==> src/rtl/if_fetch_stage_if.sv <==
// Fetch-stage bus bundle: redirect input, instruction-memory request/response
// channel and the {pc, inst} handshake toward decode.
interface if_fetch_stage_if #(
    parameter int XLEN = 64
);
    logic            redirect_valid;
    logic [XLEN-1:0] redirect_pc;
    logic            imem_req_valid;
    logic            imem_req_ready;
    logic [XLEN-1:0] imem_req_addr;
    logic            imem_resp_valid;
    logic [31:0]     imem_resp_inst;
    logic            id_valid;
    logic            id_ready;
    logic [XLEN-1:0] id_pc;
    logic [31:0]     id_inst;

    // Fetch stage side
    modport master (
        input  redirect_valid, redirect_pc,
        output imem_req_valid, imem_req_addr,
        input  imem_req_ready,
        input  imem_resp_valid, imem_resp_inst,
        output id_valid, id_pc, id_inst,
        input  id_ready
    );

    // Memory / decode / branch-resolution side
    modport slave (
        output redirect_valid, redirect_pc,
        input  imem_req_valid, imem_req_addr,
        output imem_req_ready,
        output imem_resp_valid, imem_resp_inst,
        input  id_valid, id_pc, id_inst,
        output id_ready
    );
endinterface

==> src/rtl/if_fetch_stage.sv <==
// RV64I fetch stage: owns the PC, issues one word fetch at a time and buffers
// returned instructions in a 2-entry FIFO ahead of decode.
module if_fetch_stage #(
    parameter int              XLEN     = 64,
    parameter logic [XLEN-1:0] RESET_PC = 64'h0000_0000_8000_0000
) (
    input logic              clk,
    input logic              rst,
    if_fetch_stage_if.master fetch
);
    typedef enum logic {S_REQ, S_WAIT} state_t;

    state_t          state;
    logic [XLEN-1:0] pc;
    logic [XLEN-1:0] req_pc;
    logic            outstanding;
    logic            drop;
    logic [1:0]      count;
    logic            rd_ptr;
    logic            wr_ptr;
    logic [XLEN-1:0] fifo_pc   [2];
    logic [31:0]     fifo_inst [2];

    logic req_fire;
    logic push;
    logic pop;

    // A redirect masks both the new request and the decode handshake in its cycle.
    assign fetch.imem_req_valid = ~rst & (state == S_REQ) & ~outstanding &
                                  (count != 2'd2) & ~fetch.redirect_valid;
    assign fetch.imem_req_addr  = pc;
    assign req_fire             = fetch.imem_req_valid & fetch.imem_req_ready;

    assign push = (state == S_WAIT) & fetch.imem_resp_valid & ~drop & ~fetch.redirect_valid;

    assign fetch.id_valid = ~rst & (count != 2'd0) & ~fetch.redirect_valid;
    assign fetch.id_pc    = rst ? '0 : fifo_pc[rd_ptr];
    assign fetch.id_inst  = rst ? '0 : fifo_inst[rd_ptr];
    assign pop            = fetch.id_valid & fetch.id_ready;

    always_ff @(posedge clk) begin
        if (rst) begin
            state       <= S_REQ;
            pc          <= RESET_PC;
            outstanding <= 1'b0;
            drop        <= 1'b0;
            count       <= 2'd0;
            rd_ptr      <= 1'b0;
            wr_ptr      <= 1'b0;
        end else if (fetch.redirect_valid) begin
            pc     <= fetch.redirect_pc & ~XLEN'(3);
            count  <= 2'd0;
            rd_ptr <= 1'b0;
            wr_ptr <= 1'b0;
            // The single in-flight response either lands now (discard) or later (drop it then).
            if (state == S_WAIT) begin
                if (fetch.imem_resp_valid) begin
                    state       <= S_REQ;
                    outstanding <= 1'b0;
                    drop        <= 1'b0;
                end else begin
                    drop <= 1'b1;
                end
            end
        end else begin
            case (state)
                S_REQ: begin
                    if (req_fire) begin
                        pc          <= pc + XLEN'(4);
                        outstanding <= 1'b1;
                        state       <= S_WAIT;
                    end
                end
                S_WAIT: begin
                    if (fetch.imem_resp_valid) begin
                        outstanding <= 1'b0;
                        drop        <= 1'b0;
                        state       <= S_REQ;
                    end
                end
                default: state <= S_REQ;
            endcase
            if (push) wr_ptr <= ~wr_ptr;
            if (pop)  rd_ptr <= ~rd_ptr;
            count <= count + {1'b0, push} - {1'b0, pop};
        end
    end

    // Datapath registers carry no reset; the FIFO count qualifies their contents.
    always_ff @(posedge clk) begin
        if (req_fire) req_pc <= pc;
        if (push) begin
            fifo_pc[wr_ptr]   <= req_pc;
            fifo_inst[wr_ptr] <= fetch.imem_resp_inst;
        end
    end
endmodule

==> src/flat_wrapper.sv <==
// flat-port wrapper written by rule: the top's interface ports become plain ports
module if_fetch_stage_flat 
#(
    parameter int              XLEN     = 64,
    parameter logic [XLEN-1:0] RESET_PC = 64'h0000_0000_8000_0000
)
  (clk, rst, fetch_redirect_valid, fetch_redirect_pc, fetch_imem_req_valid, fetch_imem_req_addr, fetch_imem_req_ready, fetch_imem_resp_valid, fetch_imem_resp_inst, fetch_id_valid, fetch_id_pc, fetch_id_inst, fetch_id_ready);
  if_fetch_stage_if #(.XLEN(XLEN)) fetch_i ();
  input logic clk;
  input logic rst;
  input wire logic [$bits(fetch_i.redirect_valid)-1:0] fetch_redirect_valid;
  input wire logic [$bits(fetch_i.redirect_pc)-1:0] fetch_redirect_pc;
  output wire logic [$bits(fetch_i.imem_req_valid)-1:0] fetch_imem_req_valid;
  output wire logic [$bits(fetch_i.imem_req_addr)-1:0] fetch_imem_req_addr;
  input wire logic [$bits(fetch_i.imem_req_ready)-1:0] fetch_imem_req_ready;
  input wire logic [$bits(fetch_i.imem_resp_valid)-1:0] fetch_imem_resp_valid;
  input wire logic [$bits(fetch_i.imem_resp_inst)-1:0] fetch_imem_resp_inst;
  output wire logic [$bits(fetch_i.id_valid)-1:0] fetch_id_valid;
  output wire logic [$bits(fetch_i.id_pc)-1:0] fetch_id_pc;
  output wire logic [$bits(fetch_i.id_inst)-1:0] fetch_id_inst;
  input wire logic [$bits(fetch_i.id_ready)-1:0] fetch_id_ready;
  assign fetch_i.redirect_valid = fetch_redirect_valid;
  assign fetch_i.redirect_pc = fetch_redirect_pc;
  assign fetch_imem_req_valid = fetch_i.imem_req_valid;
  assign fetch_imem_req_addr = fetch_i.imem_req_addr;
  assign fetch_i.imem_req_ready = fetch_imem_req_ready;
  assign fetch_i.imem_resp_valid = fetch_imem_resp_valid;
  assign fetch_i.imem_resp_inst = fetch_imem_resp_inst;
  assign fetch_id_valid = fetch_i.id_valid;
  assign fetch_id_pc = fetch_i.id_pc;
  assign fetch_id_inst = fetch_i.id_inst;
  assign fetch_i.id_ready = fetch_id_ready;
  if_fetch_stage #(.XLEN(XLEN), .RESET_PC(RESET_PC)) u_core (.clk(clk), .rst(rst), .fetch(fetch_i));
endmodule
==> config.mk <==
export PLATFORM = sky130hd
export DESIGN_NAME = if_fetch_stage_flat
export DESIGN_NICKNAME = d
export VERILOG_FILES = /design/src/rtl/if_fetch_stage_if.sv /design/src/rtl/if_fetch_stage.sv /design/src/flat_wrapper.sv
export SDC_FILE = /design/constraint.sdc
export NUM_CORES = 1
export LEC_CHECK = 0
export BUFFER_PORTS_ARGS = -buffer_cell sky130_fd_sc_hd__clkbuf_2
export CORE_ASPECT_RATIO = 0.5
export CORE_UTILIZATION = 50
export DETAILED_ROUTE_END_ITERATION = 16
export PLACE_DENSITY = 0.88
export SLEW_MARGIN = 10
export SYNTH_ARGS = -nofsm -noshare
export SYNTH_HDL_FRONTEND = slang
export SYNTH_SLANG_ARGS = --single-unit
==> constraint.sdc <==
create_clock -name clk -period 11.4 [get_ports clk]
set_clock_uncertainty 0.05 [all_clocks]
set_input_delay 0.57 -clock clk [delete_from_list [all_inputs] [get_ports clk]]
set_output_delay 0.57 -clock clk [all_outputs]
set_load 0.01 [all_outputs]
Word-level counts from Yosys, hierarchy flattened
Memories as Yosys holds them, arrays and structs flattened. A register that Yosys moved wholly into a read port is not among the register bits. Index checks and enable logic that the tools add are counted.

Bitwise logic cells: 18. Multiplexer cells: 25. Reductions and logical operators: 8. Add/subtract/negate cells: 3. Eq/ne operators: 4.

Operator list (number): two-way mux 64 bit (4); adder 64 x 3 -> 64 bit (second input constant) (1); two-way mux 32 bit (1); two-way mux 1 bit (18); AND 1 bit (11); AND reduction 2 bit (4); inverter 1 bit (7); nonzero test 2 bit (3); != test 2 bit (second input constant) (2); case mux 1 bit (2 select lines) (2); != test 3 x 2 -> 1 bit (second input constant) (1); adder 2 x 1 -> 2 bit (1); != test 2 x 1 -> 1 bit (second input constant) (1); OR reduction 2 bit (1); subtractor 2 x 1 -> 2 bit (1).

Memories: 2. Register bits after elaboration: 135. Input bits: 102. Bits in writable memories: 192. Logic and storage cells: 69.

Memory list: u_core.fifo_pc (depth 2, bits a word 64, read ports 1, clocked after Yosys merged registers in 1, write ports 1, line if_fetch_stage.sv:21) `logic [XLEN-1:0] fifo_pc [2];`; u_core.fifo_inst (depth 2, bits a word 32, read ports 1, clocked after Yosys merged registers in 1, write ports 1, line if_fetch_stage.sv:22) `logic [31:0] fifo_inst [2];`.

Longest topological paths before layout
Depth after elaboration: 9. Mapped depth: 9.

Worst setup path before layout
OpenSTA, ideal clock, no wires.

Path kind: input-to-reg. Start point: input fetch_redirect_valid. End point: memory u_core.fifo_inst[0][0] (enable). Cell stages on the path: 4. Required time: 10572 ps. Arrival time: 10089 ps. Setup time: 778 ps. Path buffers: 3. Setup slack: 483 ps. Cells stage by stage: clkbuf_1 -> clkbuf_1 -> buf_1 -> nor4_1.

Cells in the longest elaborated chain, start to end: 4.

RTL lines: from (decl) (line flat_wrapper.sv:11) `input wire logic [$bits(fetch_i.redirect_valid)-1:0] fetch_redirect_valid;`; inverter 1 bit (line if_fetch_stage.sv:34) `assign push = (state == S_WAIT) & fetch.imem_resp_valid & ~drop & ~fetch.redirect_valid;`; AND 1 bit (line if_fetch_stage.sv:34); two-way mux 1 bit (line if_fetch_stage.sv:92) `if (push) begin`; two-way mux 1 bit (not written as such) (line if_fetch_stage.sv:94) `fifo_inst[wr_ptr] <= fetch.imem_resp_inst;`; to (decl) (line if_fetch_stage.sv:22).

No other way between the ends.

Final worst setup path
Start point: input fetch_redirect_valid. End point: register u_core.pc[61], in the netlist u_core.fetch.imem_req_addr[61].

Cells in the longest elaborated chain, start to end: 5. Elaborated cells on any way between the ends: 7. Classes of those cells: eq/ne: 1; mux: 1; bitwise: 3; reduce/logical: 2.

RTL lines: inverter 1 bit (line if_fetch_stage.sv:30) `(count != 2'd2) & ~fetch.redirect_valid;`; AND 1 bit (line if_fetch_stage.sv:30); AND 1 bit (line if_fetch_stage.sv:32) `assign req_fire = fetch.imem_req_valid & fetch.imem_req_ready;`; nonzero test 2 bit (no source line); AND reduction 2 bit (no source line); to (signal assigned) (line if_fetch_stage.sv:51) `pc <= fetch.redirect_pc & ~XLEN'(3);`; to (signal assigned) (line if_fetch_stage.sv:69) `pc <= pc + XLEN'(4);`; to (decl) (line if_fetch_stage.sv:14) `logic [XLEN-1:0] pc;`.

Several ways; a longest one is shown, not always the timed one. A chain may end at the register's enable or synchronous reset.

==> results.md <==
* Launching point of the worst reg2reg path: u_core.outstanding
* Final HPWL from detailed placement at 23.3 mm
* First-pass GRT wire length at roughly 52 mm
* Ant diodes at 0
* Clk pwr share at 0.386
* Tcrit/Tclk final at 0.393
* Crit path buffers/inverters at 3
* Main synth FF type: edfxtp_1
* Slew HR at 0.332
* Synth top area cells: edfxtp_1, dfxtp_1, mux2i_1
* Placeable Area at 25500 µm²
* Max-Cap Viols at 0
* Top Ports at around 260
* Via-per-instance ratio at 5.91
* Sw Ratio at 0.225
* Internal power contribution at 0.00183 W
* Largest net degree at the start of global routing at 87
* Pwr/cell area at ~150 nW/µm²
* Port Buf Inserts at 257
* Drc violations at 0
* Synthesized area at 13100 µm²
* Register share of total power at 0.559
* Slowest stage delay, CP at around 690 ps
* Cell count after synthesis at 998
* Post-cts resize count at 0
* Placed Area at 14700 µm²
* Dpl cells at roughly 1600
* RSZ-0062 raised after global routing: no
* Max-slew violations at 0
* VDD IR max at around 0.093 mV
* Crit path kind: primary input to flop
* Initial Utilization at 0.515
* Worst-path clk slew at 70 ps
* Final setup viols at 0
* Clock Sinks at 320
* CP arrival at ~4900 ps
* Synthesized area per cell at 13.2 µm²
* Total CTS buffers at 28
* GRT Util Overall at 0.250
* Share of layout cells above drive strength 1 at 0.254
* Static Leakage at 5.45 nW
* # Post-CTS Setup Buffers at 0
* Worst-Margin Slew at 994 ps
* Synth Warn # at 0
* Non-Filler Instances at 1606
* DR iter-0 viols at 1036
* Root buffer cell: clkbuf_16
* Min-delay src: fetch_imem_resp_inst[27]
* Worst hold slack at 163 ps
* Comb power frac at 0.056
* Netlist cell types at 50
* Area growth syn-to-layout at 18.6%
* Post-DRT Antenna Nets at 0
* HP Class: primary input to flop
* Post-CTS Hold Buffers at 0
* Placer Congestion at a little under 1
* Post-synthesis sequential area ratio at 0.678
* # rows at about 40
* Commonest non-fill, non-tap cell in the layout: clkbuf_2
* DIE WIDTH at 231 µm
* Synth top area share at 0.572
* # fillers at 1926
* Worst-Skew Late Latency at 550 ps
* DIE AREA at 27000 µm²
* Hold depth at 1
* WP depth at 8
* Final hold vios at 0
* Critical path origin: fetch_redirect_valid
* CP cell instances: clkbuf_2, nor4_1, nand3_1, clkinv_2, buf_4, nand4_1, or4_1, a311oi_1
* Post-route cell area at 15600 µm²
* Async SR Flop Fraction at 0
* Worst-path maximum fanout at 54
* P_sw at 0.000531 W
* Setup Total Neg Slack at 0 ps
* CTS tree: done
* Status: complete, no violations
* Most frequent cells in the layout: clkbuf_2, edfxtp_1, nor2_1
* Wire length per cell at 21.5 µm
* First-pass DRT Iterations at 5
* Area leader, netlist: edfxtp_1
* Synthesis-stage register bit count at 320
* Total power at 0.00237 W
* Clock Tree Buf Depth at 3
* Die Y at around 120 µm
* Slowest CP cell: buf_4
* Worst Reg-to-Reg Cells at 7
* GRT overflow at 0
* Vias at 9485
* Delay-heaviest family, CP: simple AND/OR/NAND/NOR gates
* Max H-tree Level at 1
* Nets at 1345
* Initial antenna violation count at 0
* Period minus WS final at 4480 ps
* Vias in the first global route at 9372
* Required @ worst endpoint at 11800 ps
* CP Launch Type: primary input
* Post-synth EDFFs at 250
* Worst setup EP type: flop
* FMAX at 223 MHz
* Final wirelength at ~35 mm
[synth_stat cells (16+ instances only)]
master,count
nand4_1,35
a311oi_1,22
dfxtp_1,70
nor3_1,20
nor2_1,160
a211oi_1,22
inv_1,19
edfxtp_1,250
nand3_1,28
xor2_1,17
or4_1,16
clkbuf_1,43
mux2i_1,95
nand2_1,40
[through the flow]
| step | utilization | worst slack [ps] |
|---|---|---|
| global placement | 0.577 | 6700 |
| finish | 0.611 | 6920 |
| detailed placement | 0.577 | 6480 |
| CTS | 0.611 | 7040 |
| floorplan | - | 483 |
| global route | 0.611 | 6720 |
[kinds of logic (layout without fill, tap and decap cells)]
kind of cell	after synthesis	in the layout	share of synthesized area
flip-flops	320	320	0.678
buffers and inverters	75	336	0.0231
adder cells (fa/ha/maj)	3	3	0.00286
multiplexers	95	95	0.0724
other	1	4	0.000286
AO/OA/AOI/OAI	101	101	0.0572
AND/OR/NAND/NOR	375	375	0.147
XOR/XNOR	28	28	0.0187
[registers in the layout, indices dropped and copies added (netlist names), named ones only]
signal / cells
u_core.state: 1
u_core.count: 2
u_core.rd_ptr: 1
u_core.fifo_pc: 124
u_core.wr_ptr: 1
u_core.fifo_inst: 64
u_core.req_pc: 62
u_core.drop: 1
u_core.fetch.imem_req_addr: 62
u_core.outstanding: 1
[worst reg2reg max path: cells and delay by family (launching register included)]
| family | cells | cell delay (ps) |
|---|---|---|
| DFF | 1 | 330 |
| and+or+nand+nor | 4 | 2060 |
| buffers and inverters | 2 | 1280 |
| AOI/OAI and AO/OA | 1 | 270 |
[per-layer routing]
metal  GRT usage  vias up  part of all wire
met5           0        -                 0
met4       0.116        0             0.044
met3      0.0459      119             0.073
met2       0.421      487              0.48
met1       0.320     4616              0.40
li1            -     4263                 -
[final cells by class]
cell class	count	area, µm²	area share
sequential	320	8910	0.572
multi-input combinational	606	3940	0.253
timing repair buffer	265	1350	0.0866
clock buffer	41	791	0.0508
tap	344	430	0.0276
clock inverter	11	76.3	0.00490
inverter	19	72.6	0.00466
[final timing paths]
path | endpoint | slack, ps
setup / recovery | u_core.fetch.imem_req_addr[61] | 6920
hold / removal | u_core.fifo_inst[0][27] | 160
setup reg to reg | u_core.fetch.imem_req_addr[61] | 7320
hold reg to reg | u_core.fifo_pc[1][6] | 390
[power groups by stage]
stage | Combinational [W] | Sequential [W] | Clock, W
after floorplan | 0.0000609 | 0.00134 | 0
after global placement | 0.000125 | 0.00134 | 0
after detailed placement | 0.000130 | 0.00135 | 0
after CTS | 0.000131 | 0.00132 | 0.000923
after global routing | 0.000142 | 0.00132 | 0.000967
final | 0.000131 | 0.00132 | 0.000913
(Power assumes the default switching activity.)
